$ cat src/rtl/tc_pkg.sv
// Shared tensor-core definitions: array geometry, element width and push FSM states.
package tc_pkg;
    localparam int DATA_WIDTH  = 16;
    localparam int ARRAY_DIM   = 4;
    localparam int NUM_THREADS = 8;
    localparam int FEED_CYCLES = 2 * ARRAY_DIM - 1;

    typedef enum logic [2:0] {
        IDLE,
        LOAD,
        CLEAR,
        FEED,
        DRAIN,
        DONE
    } push_state_t;
endpackage

$ cat src/rtl/push_skew_buffer.sv
// Operand buffer for A/B, filled one register-file beat at a time, plus the
// diagonally skewed left/top edge feeds for the systolic array.
module push_skew_buffer import tc_pkg::*; #(
    parameter int DW = 16
) (
    input  logic                         clk,
    input  logic                         rst_n,
    input  logic                         i_wr_en,
    input  logic [1:0]                   i_beat,
    input  logic [NUM_THREADS*DW-1:0]    i_data,
    input  logic                         i_feed_en,
    input  logic [2:0]                   i_feed_idx,
    output logic [ARRAY_DIM*DW-1:0]      o_a,
    output logic [ARRAY_DIM*DW-1:0]      o_b
);
    logic [ARRAY_DIM-1:0][ARRAY_DIM-1:0][DW-1:0] r_a, r_b;
    logic [ARRAY_DIM-1:0][DW-1:0]                w_a_nxt, w_b_nxt;

    // beat[1] picks A/B, beat[0] picks the row pair; thread t lands at row t/4, col t%4
    always_ff @(posedge clk or negedge rst_n) begin
        if (!rst_n) begin
            r_a <= '0;
            r_b <= '0;
        end else if (i_wr_en) begin
            for (int t = 0; t < NUM_THREADS; t++) begin
                if (i_beat[1])
                    r_b[{i_beat[0], 1'(t / ARRAY_DIM)}][2'(t % ARRAY_DIM)] <= i_data[t*DW +: DW];
                else
                    r_a[{i_beat[0], 1'(t / ARRAY_DIM)}][2'(t % ARRAY_DIM)] <= i_data[t*DW +: DW];
            end
        end
    end

    for (genvar i = 0; i < ARRAY_DIM; i++) begin : g_lane
        logic [2:0] w_d;
        logic       w_hit;
        assign w_d        = i_feed_idx - 3'(i);
        assign w_hit      = i_feed_en && (i_feed_idx >= 3'(i)) && (w_d < 3'(ARRAY_DIM));
        assign w_a_nxt[i] = w_hit ? r_a[i][w_d[1:0]] : '0;
        assign w_b_nxt[i] = w_hit ? r_b[w_d[1:0]][i] : '0;
    end

    always_ff @(posedge clk or negedge rst_n) begin
        if (!rst_n) begin
            o_a <= '0;
            o_b <= '0;
        end else begin
            o_a <= w_a_nxt;
            o_b <= w_b_nxt;
        end
    end
endmodule

$ cat src/rtl/push_unit.sv
// Push unit: gathers 4x4 A/B over four beats, then streams them skewed into the
// systolic array. Optional feature macro: PUSH_UNIT_ACCUMULATE_EN (suppresses array_clear).
module push_unit #(
    parameter int DATA_WIDTH   = tc_pkg::DATA_WIDTH,
    parameter int DRAIN_CYCLES = 2
) (
    input  logic                                        clk,
    input  logic                                        reset,
    input  logic                                        start_push,
`ifdef PUSH_UNIT_ACCUMULATE_EN
    input  logic                                        accumulate,
`endif
    input  logic [tc_pkg::NUM_THREADS*DATA_WIDTH-1:0]   reg_read_data,
    output logic                                        operand_rd_en,
    output logic [1:0]                                  beat_idx,
    output logic [tc_pkg::ARRAY_DIM*DATA_WIDTH-1:0]     a_in,
    output logic [tc_pkg::ARRAY_DIM*DATA_WIDTH-1:0]     b_in,
    output logic                                        feed_valid,
    output logic                                        array_clear,
    output logic                                        busy,
    output logic                                        matmul_done
);
    import tc_pkg::*;

    localparam logic [2:0] LOAD_LAST  = 3'(ARRAY_DIM - 1);
    localparam logic [2:0] FEED_LAST  = 3'(FEED_CYCLES - 1);
    localparam logic [2:0] DRAIN_LAST = 3'(DRAIN_CYCLES - 1);

    push_state_t r_state, w_state_nxt;
    logic [2:0]  r_phase, w_phase_nxt;
    logic        w_start_ok, w_accum;
    logic        w_rd_en_nxt, w_feed_nxt, w_clear_nxt, w_busy_nxt, w_done_nxt;
    logic [1:0]  w_beat_nxt;

    assign w_start_ok = start_push && (r_state == IDLE || r_state == DONE);

`ifdef PUSH_UNIT_ACCUMULATE_EN
    logic r_accum;
    always_ff @(posedge clk or negedge reset) begin
        if (!reset)          r_accum <= 1'b0;
        else if (w_start_ok) r_accum <= accumulate;
    end
    assign w_accum = r_accum;
`else
    assign w_accum = 1'b0;
`endif

    always_ff @(posedge clk or negedge reset) begin
        if (!reset) begin
            r_state <= IDLE;
            r_phase <= '0;
        end else begin
            r_state <= w_state_nxt;
            r_phase <= w_phase_nxt;
        end
    end

    always_comb begin
        w_state_nxt = r_state;
        w_phase_nxt = r_phase + 3'd1;
        case (r_state)
            IDLE, DONE: begin
                w_phase_nxt = '0;
                if (w_start_ok) w_state_nxt = LOAD;
            end
            LOAD: if (r_phase == LOAD_LAST) begin
                w_state_nxt = CLEAR;
                w_phase_nxt = '0;
            end
            CLEAR: begin
                w_state_nxt = FEED;
                w_phase_nxt = '0;
            end
            FEED: if (r_phase == FEED_LAST) begin
                w_state_nxt = (DRAIN_CYCLES == 0) ? DONE : DRAIN;
                w_phase_nxt = '0;
            end
            DRAIN: if (r_phase == DRAIN_LAST) begin
                w_state_nxt = DONE;
                w_phase_nxt = '0;
            end
            default: begin
                w_state_nxt = IDLE;
                w_phase_nxt = '0;
            end
        endcase
    end

    // Outputs are decoded from the next state so they can be registered with no lag
    always_comb begin
        w_rd_en_nxt = (w_state_nxt == LOAD);
        w_beat_nxt  = w_rd_en_nxt ? w_phase_nxt[1:0] : 2'd0;
        w_feed_nxt  = (w_state_nxt == FEED);
        w_clear_nxt = (w_state_nxt == CLEAR) && !w_accum;
        w_busy_nxt  = (w_state_nxt != IDLE) && (w_state_nxt != DONE);
        w_done_nxt  = (w_state_nxt == DONE);
    end

    always_ff @(posedge clk or negedge reset) begin
        if (!reset) begin
            operand_rd_en <= 1'b0;
            beat_idx      <= '0;
            feed_valid    <= 1'b0;
            array_clear   <= 1'b0;
            busy          <= 1'b0;
            matmul_done   <= 1'b0;
        end else begin
            operand_rd_en <= w_rd_en_nxt;
            beat_idx      <= w_beat_nxt;
            feed_valid    <= w_feed_nxt;
            array_clear   <= w_clear_nxt;
            busy          <= w_busy_nxt;
            matmul_done   <= w_done_nxt;
        end
    end

    push_skew_buffer #(.DW(DATA_WIDTH)) u_skew (
        .clk        (clk),
        .rst_n      (reset),
        .i_wr_en    (operand_rd_en),
        .i_beat     (beat_idx),
        .i_data     (reg_read_data),
        .i_feed_en  (w_feed_nxt),
        .i_feed_idx (w_phase_nxt),
        .o_a        (a_in),
        .o_b        (b_in)
    );
endmodule

$ cat config.mk
export PLATFORM = sky130hd
export DESIGN_NAME = push_unit
export DESIGN_NICKNAME = d
export VERILOG_FILES = /design/src/rtl/tc_pkg.sv /design/src/rtl/push_skew_buffer.sv /design/src/rtl/push_unit.sv
export SDC_FILE = /design/constraint.sdc
export NUM_CORES = 1
export LEC_CHECK = 0
export CORE_MARGIN = 1.5
export CORE_UTILIZATION = 35
export CTS_CLUSTER_SIZE = 28
export DETAILED_ROUTE_END_ITERATION = 8
export MAX_ROUTING_LAYER = met4
export SKIP_LAST_GASP = 1
export SLEW_MARGIN = 10
export SYNTH_ARGS = -nofsm -noshare
export SYNTH_HDL_FRONTEND = slang
export SYNTH_SLANG_ARGS = --single-unit
$ cat constraint.sdc
create_clock -name clk -period 4.08 [get_ports clk]
set_input_delay 0.612 -clock clk [delete_from_list [all_inputs] [get_ports clk]]
set_output_delay 0.612 -clock clk [all_outputs]
set_load 0.005 [all_outputs]
Yosys cells after proc, flatten, opt, wreduce, memory -nomap -nowiden
Index checks and enable logic that the tools add are counted.

operators by class
  magnitude comparators = 16
  multiplexer cells = 89
  equal/unequal tests = 13
  add/sub/neg operators = 4
  reduce and logical (&&, ||, !) cells = 16

operators with widths
  kind                 number
  $mux 256             30
  $bwmux 256           16
  $bmux 64 s2          4
  $demux 64 s1         5
  $mux 16              15
  $bmux 16 s2          4
  $mux 32              3
  $mux 64              1
  $mux 48              1
  $mux 3               7
  $lt 2x3->1 const B   6
  $eq 3x2->1 const B   5
  $pmux 3 s5           1
  $eq 3x3->1 const B   4
  $logic_and 1x1->1    12
  $lt 3x3->1 const B   4
  $eq 3x1->1 const B   3
  $pmux 3 s3           1
  $ge 3x1->1 const B   2
  $ge 3x2->1 const B   2
  $sub 3x2->3 const B  2
  $ge 2x1->1 const B   2
  $add 3x1->3 const B  1
  $logic_not 3->1      1
  other kinds (6)      6

word-level totals
  register bits = 653
  input bits = 131

Depth between registers and ports, before layout
Gate-level depths: netlist of run 1.

  depth after elaboration = 27
  gate-level depth with buffers = 15
  mapped depth without buffers = 12

Cells and area by module
A second synthesis of run 1 with hierarchy kept.

unflattened totals
  cell total of the unflattened synthesis = 976
  area, all modules = 15078.2 sq um

modules (own cells, without submodules)
  module            instances  cells each  area an instance (sq um)
  push_skew_buffer  1          909         14352.5
  push_unit         1          67          725.7

Least setup slack after synthesis of run 1
Ideal clock, no wire load.

  path kind = reg-to-reg
  start = register r_phase[0]
  end = register u_skew.o_b[21]
  path buffers = 4
  cell stages (with the launch flop) = 15
  setup time = 0.066 ns
  arrival time = 3.419 ns
  required time = 4.014 ns
  clock period less this slack = 3.485 ns
  path slack = 0.595 ns
  path through = dfrtp_1 -> ha_1 -> ha_1 -> and2b_1 -> o32a_2 -> nor2_8 -> buf_12 -> inv_4 -> buf_6 -> buf_6 -> ha_1 -> or4_1 -> o22ai_1 -> clkbuf_1 -> and2_1

RTL lines
  what                    RTL line                RTL
  start, declared         push_unit.sv:30         logic [2:0] r_phase, w_phase_nxt;
  start signal, assigned  push_unit.sv:54         r_phase <= w_phase_nxt;
  end signal, assigned    push_skew_buffer.sv:49  o_b <= w_b_nxt;
  end, declared           push_skew_buffer.sv:14  output logic [ARRAY_DIM*DW-1:0] o_b

==> summary.txt, run 1 <==
Worst setup path
  • CP Data Arrival Time: just under 4 ns
  • RR Endpoint: u_skew.o_b[17]
  • CP max stage delay: 0.52 ns
  • Worst path depth: 11
  • Startpoint types: register
  • CP most frequent cell: ha_1
  • Origin of the critical flop-to-flop path: r_phase[0]
  • Critical path origin: r_phase[0]
  • Register-to-register path setup slack: 0.66 ns
  • Critical Path End Type: register
  • R2R depth: 11
  • Crit-path leading delay family: simple AND/OR/NAND/NOR gates
  • Critical Path Slowest Stage Cell: or4_1
  • CP Cell Sequence: ha_1 -> ha_1 -> and2b_1 -> o32a_2 -> nor2_8 -> inv_4 -> ha_1 -> or4_1 -> o22ai_1 -> buf_12 -> and2_1
  • Worst EP required: 4.57 ns
  • WP buf/inv: 2
  • CP max FO: 28
  • CP Class: reg2reg

GRT
  • GRT Overall Usage: 0.1829
  • Largest net degree at the start of global routing: 102
  • Initial antenna violation count: 2
  • Vias in the first global route: ~9,600
  • Total gr overflow: 0
  • First-pass GRT wire length: 59,130 microns

Logic synthesis
  • Largest area contributor in the netlist: dfrtp_1
  • Post-synthesis sequential area ratio: 0.6016
  • Top-area cell type share of the netlist area: 0.6016
  • Adder-cell area share of the yosys netlist: 0.009889
  • Mapped Area: roughly 15,000 sq um
  • Most common cell in the netlist: dfrtp_1
  • Synth cell count leaders: dfrtp_1 (365), mux2_2 (256), nand2_1 (134), a21oi_1 (56), buf_4 (47)
  • Synth area leaders: dfrtp_1 (60%), mux2_2 (19%), nand2_1 (3.3%)
  • Xor/xnor share of the synthesized area: 0
  • Asr flop ratio synth: 1.000
  • Synth Area in Compound Gates: 0.05216
  • YS warnings: 0
  • Netlist cell types: 55
  • Synth Register Bits: 365
  • Synth Area in Simple Gates: 0.06766
  • Main combinational cell family by area after synthesis: multiplexers
  • Syn_area_per_cell: 13.87 sq um
  • Post-synthesis mux area share: 0.2254
  • Number of synthesized flops with an enable pin: 0
  • Gate Count Post-Synth: between 1,000 and 1,500
  • Synth Flop Type: dfrtp_1

Floorplanning
  • I/O pins: 266
  • Die area: about 45,000 sq um
  • Die X-Extent: 211.3 microns
  • Row cnt: 76
  • Core area: 42,980 sq um
  • Initial Util: 0.3533
  • Die H: 211.3 microns

Route
  • DRC viols: 0
  • Avg Vias per Cell: 4.867
  • Met1 Routed Length: 18,550 microns
  • WL met3: roughly 1800 microns
  • DRT iter0 DRCs: 509
  • Vias: 9,150
  • Routed Antenna Nets: 0
  • DR top layer: met4
  • Drt total wl: 38,810 microns
  • WL/cell: 20.64 microns
  • Met2 wire length: 17,780 microns
  • Pre-antenna DRT Iters: 5

Clocking
  • Cts hold-fix bufs: 0
  • Clock root buffer: clkbuf_16
  • Post-CTS setup-driven buffer insertion count: 0
  • Post-CTS Resized: 0
  • CTS clk-pin slew, worst paths: ~0.060 ns
  • CTS tree: built
  • H-tree depth: 2
  • Num Clock Sinks: 365
  • Cts bufs inserted: 40
  • Clock buffer depth: 3
  • Clk_lat worst skew: 0.55 ns

Layout
  • Layout area overhead: 22.94%
  • Final net count: 1,406
  • Multi-input gate area: 5530 sq um
  • Share of post-route cells with drive strength above 1: 0.2988
  • FF+latch area: 9134 sq um
  • Layout Utilization: 0.4343
  • Fillers: around 4,000
  • Design area: 18,670 sq um

STA
  • Fmax: 292.1 MHz
  • Final Skew: 0.01155 ns
  • Min Hold Slack: 0.09816 ns
  • Pins Over Slew Limit: 0
  • Final Hold Fails: 0
  • Crit share post-route: 0.8390
  • Slew HR: 0.3486
  • RSZ-0062 raised after global routing: no
  • Final setup viols: 0
  • Minimum clock period: 3.423 ns
  • Setup TNS: 0 ns
  • Slew @ Worst Pin: slightly below 1 ns

Outcome
  • Status: finished clean

Pwr
  • Worst ir drop on vdd: roughly 0.66 mV
  • Pwr/cell area: 835.3 nW/um^2
  • Pwr Total: 15.59 mW
  • P_leak: between 7 and 8 nW

Place
  • Dpl hpwl: 25,670 microns
  • Port Buffer Count: 169
  • Area after DPL: 17,380 sq um
  • Gp weighted congestion: approximately 0.79

Worst hold path
  • Tightest Hold Check Type: in2async

Job
  • Max cap viols: 0
## final cells by class
| class | count | share of cell area |
|---|---|---|
| flip-flops and latches | 365 | 0.4893 |
| multi-input cells | 654 | 0.2963 |
| repair buffers | 192 | 0.1042 |
| clock buffers | 62 | 0.06394 |
| well taps | 585 | 0.03921 |
| clock inverters | 9 | 0.004558 |
| inverters | 10 | 0.002145 |
| diodes | 3 | 0.0004022 |
## power by group
group	leakage [nW]	internal, mW	switching (mW)
Sequential	4.46	5.25	0.810
Combinational	2.89	3.06	2.95
Clock	0.634	2.07	1.45
## registers in the layout, summed over array words and instances (netlist names)
| name | count |
|---|---|
| r_phase | 3 |
| u_skew.o_b | 32 |
| u_skew.r_a | 128 |
| beat_idx | 2 |
| operand_rd_en | 1 |
| u_skew.r_b | 128 |
| feed_valid | 1 |
| array_clear | 1 |
| u_skew.o_a | 64 |
| r_state | 3 |
| matmul_done | 1 |
| busy | 1 |
## per-stage QoR
step,cells,setup WS (ns)
after detailed placement,1806,0.6307
after floorplan,1126,0.5946
after global placement,1806,0.6480
after global routing,1878,0.4692
final,1880,0.6568
after CTS,1877,0.6285
## cells by family (layout without fill, tap and decap cells)
logic type	after synthesis	in the layout
flip-flops	365	365
AO/OA/AOI/OAI	113	113
other	1	35
adder cells (fa/ha/maj)	12	12
buffers and inverters	107	273
multiplexers	288	288
AND/OR/NAND/NOR	209	209
## routing by layer
metal  track usage  up-vias
met5             -        -
met4       0.04507        0
met3       0.03152       51
met2        0.2761      210
met1        0.2565     4785
li1              -     4104
## how the worst max path moves through the flow
stage | to | slack [ns]
2_1_floorplan | u_skew.o_b[21] | 0.59
3_3_place_gp | u_skew.o_b[25] | 0.65
3_5_place_dp | u_skew.o_b[28] | 0.63
4_1_cts | u_skew.o_b[28] | 0.63
5_1_grt | u_skew.o_b[17] | 0.47
6_report | u_skew.o_b[17] | 0.66
## cell usage in the layout (no fill, tap or decap), types with 10 or more instances in the layout
cell | synthesis | final
clkbuf_16 | 0 | 40
mux2_2 | 256 | 256
a21oi_2 | 10 | 10
and2_1 | 34 | 34
mux4_2 | 11 | 11
a221oi_1 | 16 | 16
ha_1 | 12 | 12
buf_4 | 47 | 17
clkdlybuf4s50_1 | 0 | 168
mux2i_1 | 16 | 16
clkbuf_1 | 35 | 11
clkbuf_8 | 0 | 11
dfrtp_1 | 365 | 365
nand2_1 | 134 | 134
conb_1 | 1 | 32
a21oi_1 | 56 | 56
(Power assumes the default switching activity.)
==> run 2: changes to the inputs <==
- clock period: 4.08 -> 2.8 ns (I/O delays scaled with it)
==> run 2 against run 1 <==
Compared with the run above:
- via count grew 2.3%
- largest power group is now combinational logic
- final cell count grew 2.8%
- core utilization up 2.2 points
- the run now ends with negative setup slack left
==> summary.txt, run 2 (same netlist as run 1, synthesis figures left out) <==
Layout
  • Final cell count without fillers: 1,932
  • Design area: between 15,000 and 20,000 sq um
  • Fillers: 3,907
  • Most frequent cells in the layout: dfrtp_1 (362), mux2_2 (256), clkdlybuf4s50_1 (168), nand2_1 (134), buf_4 (49)
  • Layout area overhead: 29.13%
  • Share of post-route cells with drive strength above 1: 0.3655
  • Final net count: 1,458
  • Most common cell after layout, fill and taps aside: dfrtp_1
  • Multi-input gate area: 5817 sq um
  • Top Registers: u_skew.r_a (128), u_skew.r_b (128), u_skew.o_a (64)
  • FF+latch area: 9138 sq um

STA
  • Final Hold Fails: 0
  • Crit share post-route: 1.027
  • Fmax: approximately 350 MHz
  • Slew @ Worst Pin: 0.7672 ns
  • Min Hold Slack: roughly 0.37 ns
  • Worst setup margin: -0.07497 ns
  • Pins Over Slew Limit: 0
  • Minimum clock period: 2.875 ns
  • RSZ-0062 raised after global routing: yes
  • Final Skew: 0.01625 ns
  • Final setup viols: 31
  • Slew HR: 0.4870

GRT
  • Total gr overflow: 0
  • Global routing's busiest layer: met2
  • Vias in the first global route: a little under 10,000
  • GRT Overall Usage: 0.1844
  • Met2 Usage GRT: 0.2944
  • GR Util met1: 0.2488
  • Initial antenna violation count: 0
  • Largest net degree at the start of global routing: 97
  • GRT met3 Usage: 0.02988
  • First-pass GRT wire length: 60,230 microns

Route
  • Avg Vias per Cell: around 4.8
  • Routed Antenna Nets: 0
  • Pre-antenna DRT Iters: 4
  • Vias: 9,357
  • Drt total wl: 39,440 microns
  • DRC viols: 0
  • WL/cell: 20.42 microns
  • DRT iter0 DRCs: between 500 and 600

Place
  • DP Cell Count: between 1,500 and 2,000
  • Gp weighted congestion: 0.8162
  • Port Buffer Count: 169
  • Area after DPL: about 18,000 sq um
  • Place WS: -0.1518 ns
  • Dpl hpwl: 26,240 microns

Pwr
  • Pwr Total: 24.77 mW
  • Pwr/cell area: 1263 nW/um^2
  • Sequential power share: 0.355
  • Internal Power: 16.46 mW
  • Psw: 8.307 mW
  • Net Sw Frac: 0.3354
  • Worst ir drop on vdd: 0.8773 mV
  • Logic pwr share: 0.435
  • P_leak: between 8 and 9 nW
  • Clk pwr share: 0.210

Floorplanning
  • I/O pins: 266
  • Die area: 44,640 sq um
  • Die H: 211.3 microns
  • Die X-Extent: 211.3 microns
  • Initial Util: 0.3533
  • Row cnt: 76
  • Core area: 42,980 sq um

Worst setup path
  • CP Cell Sequence: ha_4 -> ha_4 -> buf_6 -> or3_4 -> nand3_4 -> buf_12 -> ha_4 -> nand3_2 -> or4_4 -> o22a_4 -> clkbuf_16 -> a21oi_2
  • CP max FO: 8
  • Startpoint types: register
  • Critical Path End Type: register
  • WP buf/inv: 3
  • Worst EP required: 3.26 ns
  • CP most frequent cell: ha_4
  • Critical Path Slowest Stage Cell: or4_4
  • CP Class: reg2reg
  • Crit-path leading delay family: simple AND/OR/NAND/NOR gates
  • CP Data Arrival Time: 3.34 ns
  • CP max stage delay: 0.53 ns

Clocking
  • CTS clk-pin slew, worst paths: about 0.060 ns
  • Clock buffer depth: 3
  • Clk_lat worst skew: roughly 0.55 ns
  • Clock root buffer: clkbuf_16
  • H-tree depth: 2
  • CTS tree: built
  • Num Clock Sinks: 365
  • Cts bufs inserted: 41

Job
  • Max cap viols: 0

Worst hold path
  • Tightest Hold Check Type: in2async

Outcome
  • Failing checks: negative setup slack
  • Status: complete, but fails checks
==> run 2: final timing paths <==
| path | startpoint | endpoint | slack [ns] | cells past startpoint |
|---|---|---|---|---|
| worst min register to register | u_skew.r_b[73] | u_skew.r_b[73] | 0.49 | 1 |
| min in group clk | u_skew.r_b[73] | u_skew.r_b[73] | 0.49 | 1 |
| worst max-delay path | r_phase[0] | u_skew.o_a[19] | -0.07 | 12 |
| worst min-delay path | reset | u_skew.o_a[9] | 0.37 | 2 |
| worst max register to register | r_phase[0] | u_skew.o_a[19] | -0.07 | 12 |
| max in group asynchronous | reset | r_state[0] | 1.61 | 3 |
==> run 2: metal layers <==
| metal | share of wire | wire, microns | up-vias |
|---|---|---|---|
| li1 | - | - | 4227 |
| met1 | 0.47 | 18360 | 4892 |
| met2 | 0.48 | 18910 | 184 |
| met3 | 0.037 | 1457 | 54 |
| met4 | 0.018 | 713 | 0 |
| met5 | 0 | 0 | - |
==> run 2: stage by stage <==
stage          utilization  setup TNS [ns]
2_1_floorplan            -          -13.16
3_3_place_gp        0.4160          -1.248
3_5_place_dp        0.4160          -3.169
4_1_cts             0.4521          -2.033
5_1_grt             0.4561          -3.951
6_report            0.4562          -1.026
==> run 2: cell type report <==
cell class,count,area share
Clock buffer,62,0.06299
Clock inverter,12,0.004722
Timing Repair Buffer,243,0.1298
Tap cell,585,0.03733
Antenna cell,1,0.0001276
Multi-Input combinational cell,654,0.2967
Inverter,10,0.002297
Sequential cell,365,0.4660
==> run 2: repair_timing <==
item | 4_1_cts | 5_1_grt
pin swaps | 1 | 10
buffers inserted | 8 | 4
gates cloned | 1 | 1
endpoints found under the hold margin | 38 | 0
gates resized for setup | 20 | 30
endpoints found under the setup margin | 34 | 42
hold buffers | 1 | 0
==> run 2: power by group through the flow <==
| stage | sequential (mW) | clock [mW] | combinational [mW] |
|---|---|---|---|
| 2_1_floorplan | 8.52 | 0 | 6.64 |
| 3_3_place_gp | 8.77 | 0 | 9.70 |
| 3_5_place_dp | 8.85 | 0 | 9.87 |
| 4_1_cts | 8.78 | 5.36 | 10.6 |
| 5_1_grt | 9.08 | 5.58 | 11.7 |
| 6_report | 8.79 | 5.20 | 10.8 |
